===== src/rtl/interrupt_controller.sv =====
// Prioritised interrupt controller: synchronised edge capture, mask, pending/in-service tracking and a REQ/SVC handshake.
// Optional preemption of a running handler by a higher-priority line is enabled by defining NESTED_INT_EN.
module interrupt_controller #(
  parameter int              N_IRQ     = 8,
  parameter int              ADDR_W    = 12,
  parameter logic [ADDR_W-1:0] VEC_BASE = ADDR_W'('h010),
  parameter int              VEC_SHIFT = 2
) (
  input  logic              clk,
  input  logic              rst,
  input  logic [N_IRQ-1:0]  irq_i,
  input  logic              int_ack_i,
  input  logic              reti_i,
  input  logic              mask_we_i,
  input  logic [N_IRQ-1:0]  mask_data_i,
  output logic              int_req_o,
  output logic [ADDR_W-1:0] vector_o,
  output logic [N_IRQ-1:0]  mask_o,
  output logic [N_IRQ-1:0]  pending_o,
  output logic [N_IRQ-1:0]  in_svc_o
);

  localparam int IDX_W = (N_IRQ > 1) ? $clog2(N_IRQ) : 1;

  typedef enum logic [1:0] {IDLE, REQ, SVC} state_t;

  state_t             r_state;
  logic [N_IRQ-1:0]   r_sync1;
  logic [N_IRQ-1:0]   r_sync2;
  logic [N_IRQ-1:0]   r_sync3;
  logic [N_IRQ-1:0]   r_pending;
  logic [N_IRQ-1:0]   r_inSvc;
  logic [N_IRQ-1:0]   r_mask;
  logic [IDX_W-1:0]   r_idx;
  logic [ADDR_W-1:0]  r_vector;
  logic               r_intReq;

  logic [N_IRQ-1:0]   w_rise;
  logic [N_IRQ-1:0]   w_eligible;
  logic               w_anyElig;
  logic [IDX_W-1:0]   w_winIdx;
  logic [ADDR_W-1:0]  w_winVec;
  logic [N_IRQ-1:0]   w_idxOneHot;
  logic [N_IRQ-1:0]   w_svcLowest;
  logic [N_IRQ-1:0]   w_pendClr;
  logic [N_IRQ-1:0]   w_svcSet;
  logic [N_IRQ-1:0]   w_svcClr;
  logic [N_IRQ-1:0]   w_inSvcNext;
`ifdef NESTED_INT_EN
  logic               w_preempt;
`endif

  // r_sync3 holds the previous synchronised level so a rising edge lasts exactly one cycle
  always_ff @(posedge clk or posedge rst) begin
    if (rst) begin
      r_sync1 <= '0;
      r_sync2 <= '0;
      r_sync3 <= '0;
    end else begin
      r_sync1 <= irq_i;
      r_sync2 <= r_sync1;
      r_sync3 <= r_sync2;
    end
  end

  assign w_rise      = r_sync2 & ~r_sync3;
  assign w_eligible  = r_pending & r_mask & ~r_inSvc;
  assign w_anyElig   = |w_eligible;
  assign w_idxOneHot = N_IRQ'(1) << r_idx;
  assign w_svcLowest = r_inSvc & (~r_inSvc + N_IRQ'(1));
  assign w_winVec    = VEC_BASE + (ADDR_W'(w_winIdx) << VEC_SHIFT);
`ifdef NESTED_INT_EN
  assign w_preempt   = |(w_eligible & (w_svcLowest - N_IRQ'(1)));
`endif

  always_comb begin
    w_winIdx = '0;
    for (int i = N_IRQ - 1; i >= 0; i--) begin
      if (w_eligible[i]) w_winIdx = IDX_W'(i);
    end
  end

  always_comb begin
    w_pendClr = '0;
    w_svcSet  = '0;
    w_svcClr  = '0;
    case (r_state)
      REQ: begin
        if (int_ack_i) begin
          w_pendClr = w_idxOneHot;
          w_svcSet  = w_idxOneHot;
        end
      end
      SVC: begin
        if (reti_i) w_svcClr = w_svcLowest;
      end
      default: ;
    endcase
  end

  assign w_inSvcNext = (r_inSvc & ~w_svcClr) | w_svcSet;

  // A fresh edge on the acknowledged line re-arms it, so set has priority over the ack clear
  always_ff @(posedge clk or posedge rst) begin
    if (rst) begin
      r_state   <= IDLE;
      r_pending <= '0;
      r_inSvc   <= '0;
      r_mask    <= '0;
      r_idx     <= '0;
      r_vector  <= VEC_BASE;
      r_intReq  <= 1'b0;
    end else begin
      r_pending <= (r_pending & ~w_pendClr) | w_rise;
      r_inSvc   <= w_inSvcNext;
      if (mask_we_i) r_mask <= mask_data_i;
      case (r_state)
        IDLE: begin
          if (w_anyElig) begin
            r_state  <= REQ;
            r_idx    <= w_winIdx;
            r_vector <= w_winVec;
            r_intReq <= 1'b1;
          end
        end
        REQ: begin
          if (int_ack_i) begin
            r_state  <= SVC;
            r_intReq <= 1'b0;
          end else if (!w_eligible[r_idx]) begin
            r_state  <= (|r_inSvc) ? SVC : IDLE;
            r_intReq <= 1'b0;
          end
        end
        SVC: begin
          if (reti_i) begin
            if (w_inSvcNext == '0) r_state <= IDLE;
          end
`ifdef NESTED_INT_EN
          else if (w_preempt) begin
            r_state  <= REQ;
            r_idx    <= w_winIdx;
            r_vector <= w_winVec;
            r_intReq <= 1'b1;
          end
`endif
        end
        default: begin
          r_state  <= IDLE;
          r_intReq <= 1'b0;
        end
      endcase
    end
  end

  assign int_req_o = r_intReq;
  assign vector_o  = r_vector;
  assign mask_o    = r_mask;
  assign pending_o = r_pending;
  assign in_svc_o  = r_inSvc;

endmodule

===== config.mk =====
export PLATFORM = sky130hd
export DESIGN_NAME = interrupt_controller
export DESIGN_NICKNAME = d
export VERILOG_FILES = /design/src/rtl/interrupt_controller.sv
export SDC_FILE = /design/constraint.sdc
export NUM_CORES = 1
export LEC_CHECK = 0
export ABC_AREA = 1
export BUFFER_PORTS_ARGS = -buffer_cell sky130_fd_sc_hd__buf_4
export CELL_PAD_IN_SITES_DETAIL_PLACEMENT = 1
export CELL_PAD_IN_SITES_GLOBAL_PLACEMENT = 2
export CORE_AREA = 2 2 84 106
export DETAILED_ROUTE_END_ITERATION = 6
export DIE_AREA = 0 0 86 108
export PLACE_DENSITY_LB_ADDON = 0.3
export SLEW_MARGIN = 20
export SYNTH_ARGS = -nofsm -noshare
export SYNTH_HDL_FRONTEND = slang
export SYNTH_SLANG_ARGS = --single-unit

===== constraint.sdc =====
create_clock -name clk -period 1.45 [get_ports clk]
set_input_delay 0.0725 -clock clk [delete_from_list [all_inputs] [get_ports clk]]
set_output_delay 0.0725 -clock clk [all_outputs]
set_load 0.005 [all_outputs]

==> results_dict.tcl <==
set metrics [dict create \
    status "complete, but fails checks" \
    failed_checks "negative setup slack" \
    r2r_cells 12 \
    n_fill_cell 937 \
    synth_top_cells_by_count "nand2_1 (58), dfrtp_1 (54), inv_1 (33)" \
    syn_area_per_cell_um2 9.44 \
    vias 1960 \
    row_count 37 \
    path_buf_inv 2 \
    area_delta_synth_final_pct 56.8 \
    htree_levels 2 \
    synth_area_leaders "dfrtp_1 (59%), nand2_1 (9.6%), inv_1 (5.4%)" \
    required_ps 1660 \
    start_util_pct 27.8 \
    fin_crit_sh_pct 108 \
    clock_latency_ps 310 \
    timing.fmax_mhz 639 \
    fin_crit_ps 1560 \
    syn_area_um2 2270 \
    path_common_cell "nand2_1" \
    cts_buffer_depth 2 \
    switching_share_pct 38.2 \
    die_h_um 108 \
    dieArea_um2 9290 \
    synthCells 241 \
    netSwitchingPower_uw 2380 \
    routed_wl_mm 6.17 \
    root_buffer "clkbuf_8" \
    ys.flop_type "dfrtp_1" \
    p_leak_uw 0.00178 \
    synth_edf_count 0 \
    synth.distinct_cells 24 \
    yosysMostFrequentCell "nand2_1" \
    comb_power_share_pct 49.0 \
    final-setup-viol-count 1 \
    ys_ff_latch 55 \
    via_per_inst 4.33 \
    synth_warnings 0 \
    track_usage_pct 13.8 \
    internal_power_uw 3840 \
    synth_top_area_share_pct 59.4 \
    clock-sinks 55 \
    path_delay_family "simple AND/OR/NAND/NOR gates" \
    skew_ps 10.7 \
    antenna_found_initial 0 \
    power.density_nw_per_um2 1750 \
    drtIter0Drc 61 \
    path_class "reg2reg" \
    cp_max_fo 3 \
    crit_cells 12 \
    seq_area_frac_synth_pct 60.6 \
    die_x_um 86 \
    yosysTopAreaCell "dfrtp_1" \
    drtPass1Iterations 4 \
    post-dp-hpwl_mm 4.67 \
    maxCapViolCount 0 \
    wire_per_inst_um 13.6 \
    max_stage_delay_ps 440 \
    boundaryPins 58 \
    critPathArrivalTime_ps 1780 \
    slowest_stage "dfrtp_1" \
    setup_ws_ps -114 \
    pwr-share-clk_pct 17.0 \
    fin_area_um2 3570 \
    rsz0062_at_grt "yes" \
    ant_nets 0 \
    multi_input_area_um2 910 \
    synthArstFlopShare_pct 100 \
    p_seq_share_pct 34.0 \
    clk_pin_slew_worst_paths_ps 110 \
    layout.cells.non_filler 453 \
    final_nets 376 \
    cts_tree "done" \
    io_buffers 49 \
    gp_congestion 0.865 \
    diodes 0 \
    timing.hold.ws_ps 75.3 \
    finalHoldViolCount 0 \
    remaining_drc_errors 0 \
    place_inst 416 \
    cts_buffers 5 \
    ir_worst_vdd_uv 675 \
    regArea_um2 1380 \
    min_path_type "in2reg" \
    post-place-ws_ps -149 \
    holdPathStages 2 \
    placed_cell_area_um2 2970 \
    core-area_um2 8190 \
    startpoint_type "flip-flop" \
    grt_max_degree 36 \
    grt-ovfl-total 0 \
    grt_pass1_wl_mm 9.92 \
    end_kind "flip-flop" \
    drive_gt1_share_pct 48.3 \
    finalMaxSlewViolations 0 \
    worstPathCellList "buf_6, inv_6, nor2_4, nand3_1, o21ai_2, nand2_2, nor2_1, nand3_1, nand2_1, nand2_1, nand2_1, nand2_1" \
    grt_pass1_vias 2081 \
]
[state kept, by name (all words and copies together) (netlist names)]
register	count
in_svc_o	8
mask_o	8
pending_o	8
r_sync1	8
r_sync2	8
r_sync3	8
r_idx	3
r_state	2
int_req_o	1
vector_o	1
[per-stage QoR]
stage | utilization [%] | setup TNS [ps] | power (µW)
final | 43.5 | -114 | 6220
after CTS | 41.4 | -145 | 5930
after detailed placement | 36.3 | -390 | 4530
after global routing | 43.5 | -285 | 6710
after floorplan | - | 0 | 3230
after global placement | 36.3 | -224 | 4490
[per-layer routing]
metal | share of wire, % | vias to the layer above | GRT usage [%]
li1 | - | 971 | -
met1 | 43 | 945 | 17.0
met2 | 53 | 36 | 24.3
met3 | 2.9 | 8 | 2.21
met4 | 1.6 | 0 | 5.22
met5 | 0 | - | 0
[worst reg2reg max path, cell delays in order (launching register included)]
cell and delay (ps):
dfrtp_1 440, buf_6 150, inv_6 40, nor2_4 80, nand3_1 90, o21ai_2 130
nand2_2 60, nor2_1 110, nand3_1 90, nand2_1 90, nand2_1 60, nand2_1 50
nand2_1 50
[power by group through the flow]
| stage | Sequential [µW] | Clock [µW] | Combinational (µW) |
|---|---|---|---|
| finish | 2120 | 1060 | 3050 |
| global route | 2160 | 1160 | 3390 |
| CTS | 2100 | 1110 | 2730 |
| detailed placement | 2110 | 0 | 2420 |
| global placement | 2090 | 0 | 2400 |
| floorplan | 2130 | 0 | 1100 |
[final timing paths]
| kind | endpoint | from | slack [ps] |
|---|---|---|---|
| worst max-delay path | r_state[1]$_DFFE_PP0P_ | r_state[1]$_DFFE_PP0P_ | -110 |
| worst min-delay path | mask_o[6]$_DFFE_PP0P_ | mask_we_i | 80 |
| worst max register to register | r_state[1]$_DFFE_PP0P_ | r_state[1]$_DFFE_PP0P_ | -110 |
| worst min register to register | r_sync2[6]$_DFF_PP0_ | r_sync1[6]$_DFF_PP0_ | 360 |
| max in group asynchronous | vector_o[4]$_DFFE_PP1P_ | rst | 740 |
| min in group asynchronous | r_sync1[6]$_DFF_PP0_ | rst | 200 |
[what timing repair did]
item | CTS | global route
endpoints found under the setup margin | 10 | 14
endpoints found under the hold margin | 70 | 0
buffers inserted | 5 | 8
hold buffers | 17 | 0
pin swaps | 8 | 11
cloned | 0 | 0
gates resized for setup | 29 | 45
[cells in the final DEF (no fill, tap or decap), drive strengths merged, types with 2 or more instances in the layout]
cell type	instances
conb	8
o21ai	19
inv	37
nand2	58
nand4	2
nor2	27
a21oi	4
dlygate4sd3	17
nor3	4
mux2	6
clkbuf	5
buf	92
nand3	16
dfrtp	54
[cell families after synthesis]
| kind of cell | count (synthesis) | synth area share (%) |
|---|---|---|
| buf+inv | 45 | 8.75 |
| compound gates | 27 | 6.82 |
| simple gates | 107 | 20.7 |
| flops | 55 | 60.6 |
| mux | 6 | 2.97 |
| other cells | 1 | 0.165 |
[layout make-up]
class | instances | share of cell area, %
sequential | 55 | 38.7
multi-input combinational | 148 | 25.5
timing repair buffer | 109 | 25.1
inverter | 36 | 4.00
tap | 97 | 3.40
clock buffer | 5 | 1.93
clock inverter | 3 | 1.33
Note: power is estimated with default switching activity, not from simulation.
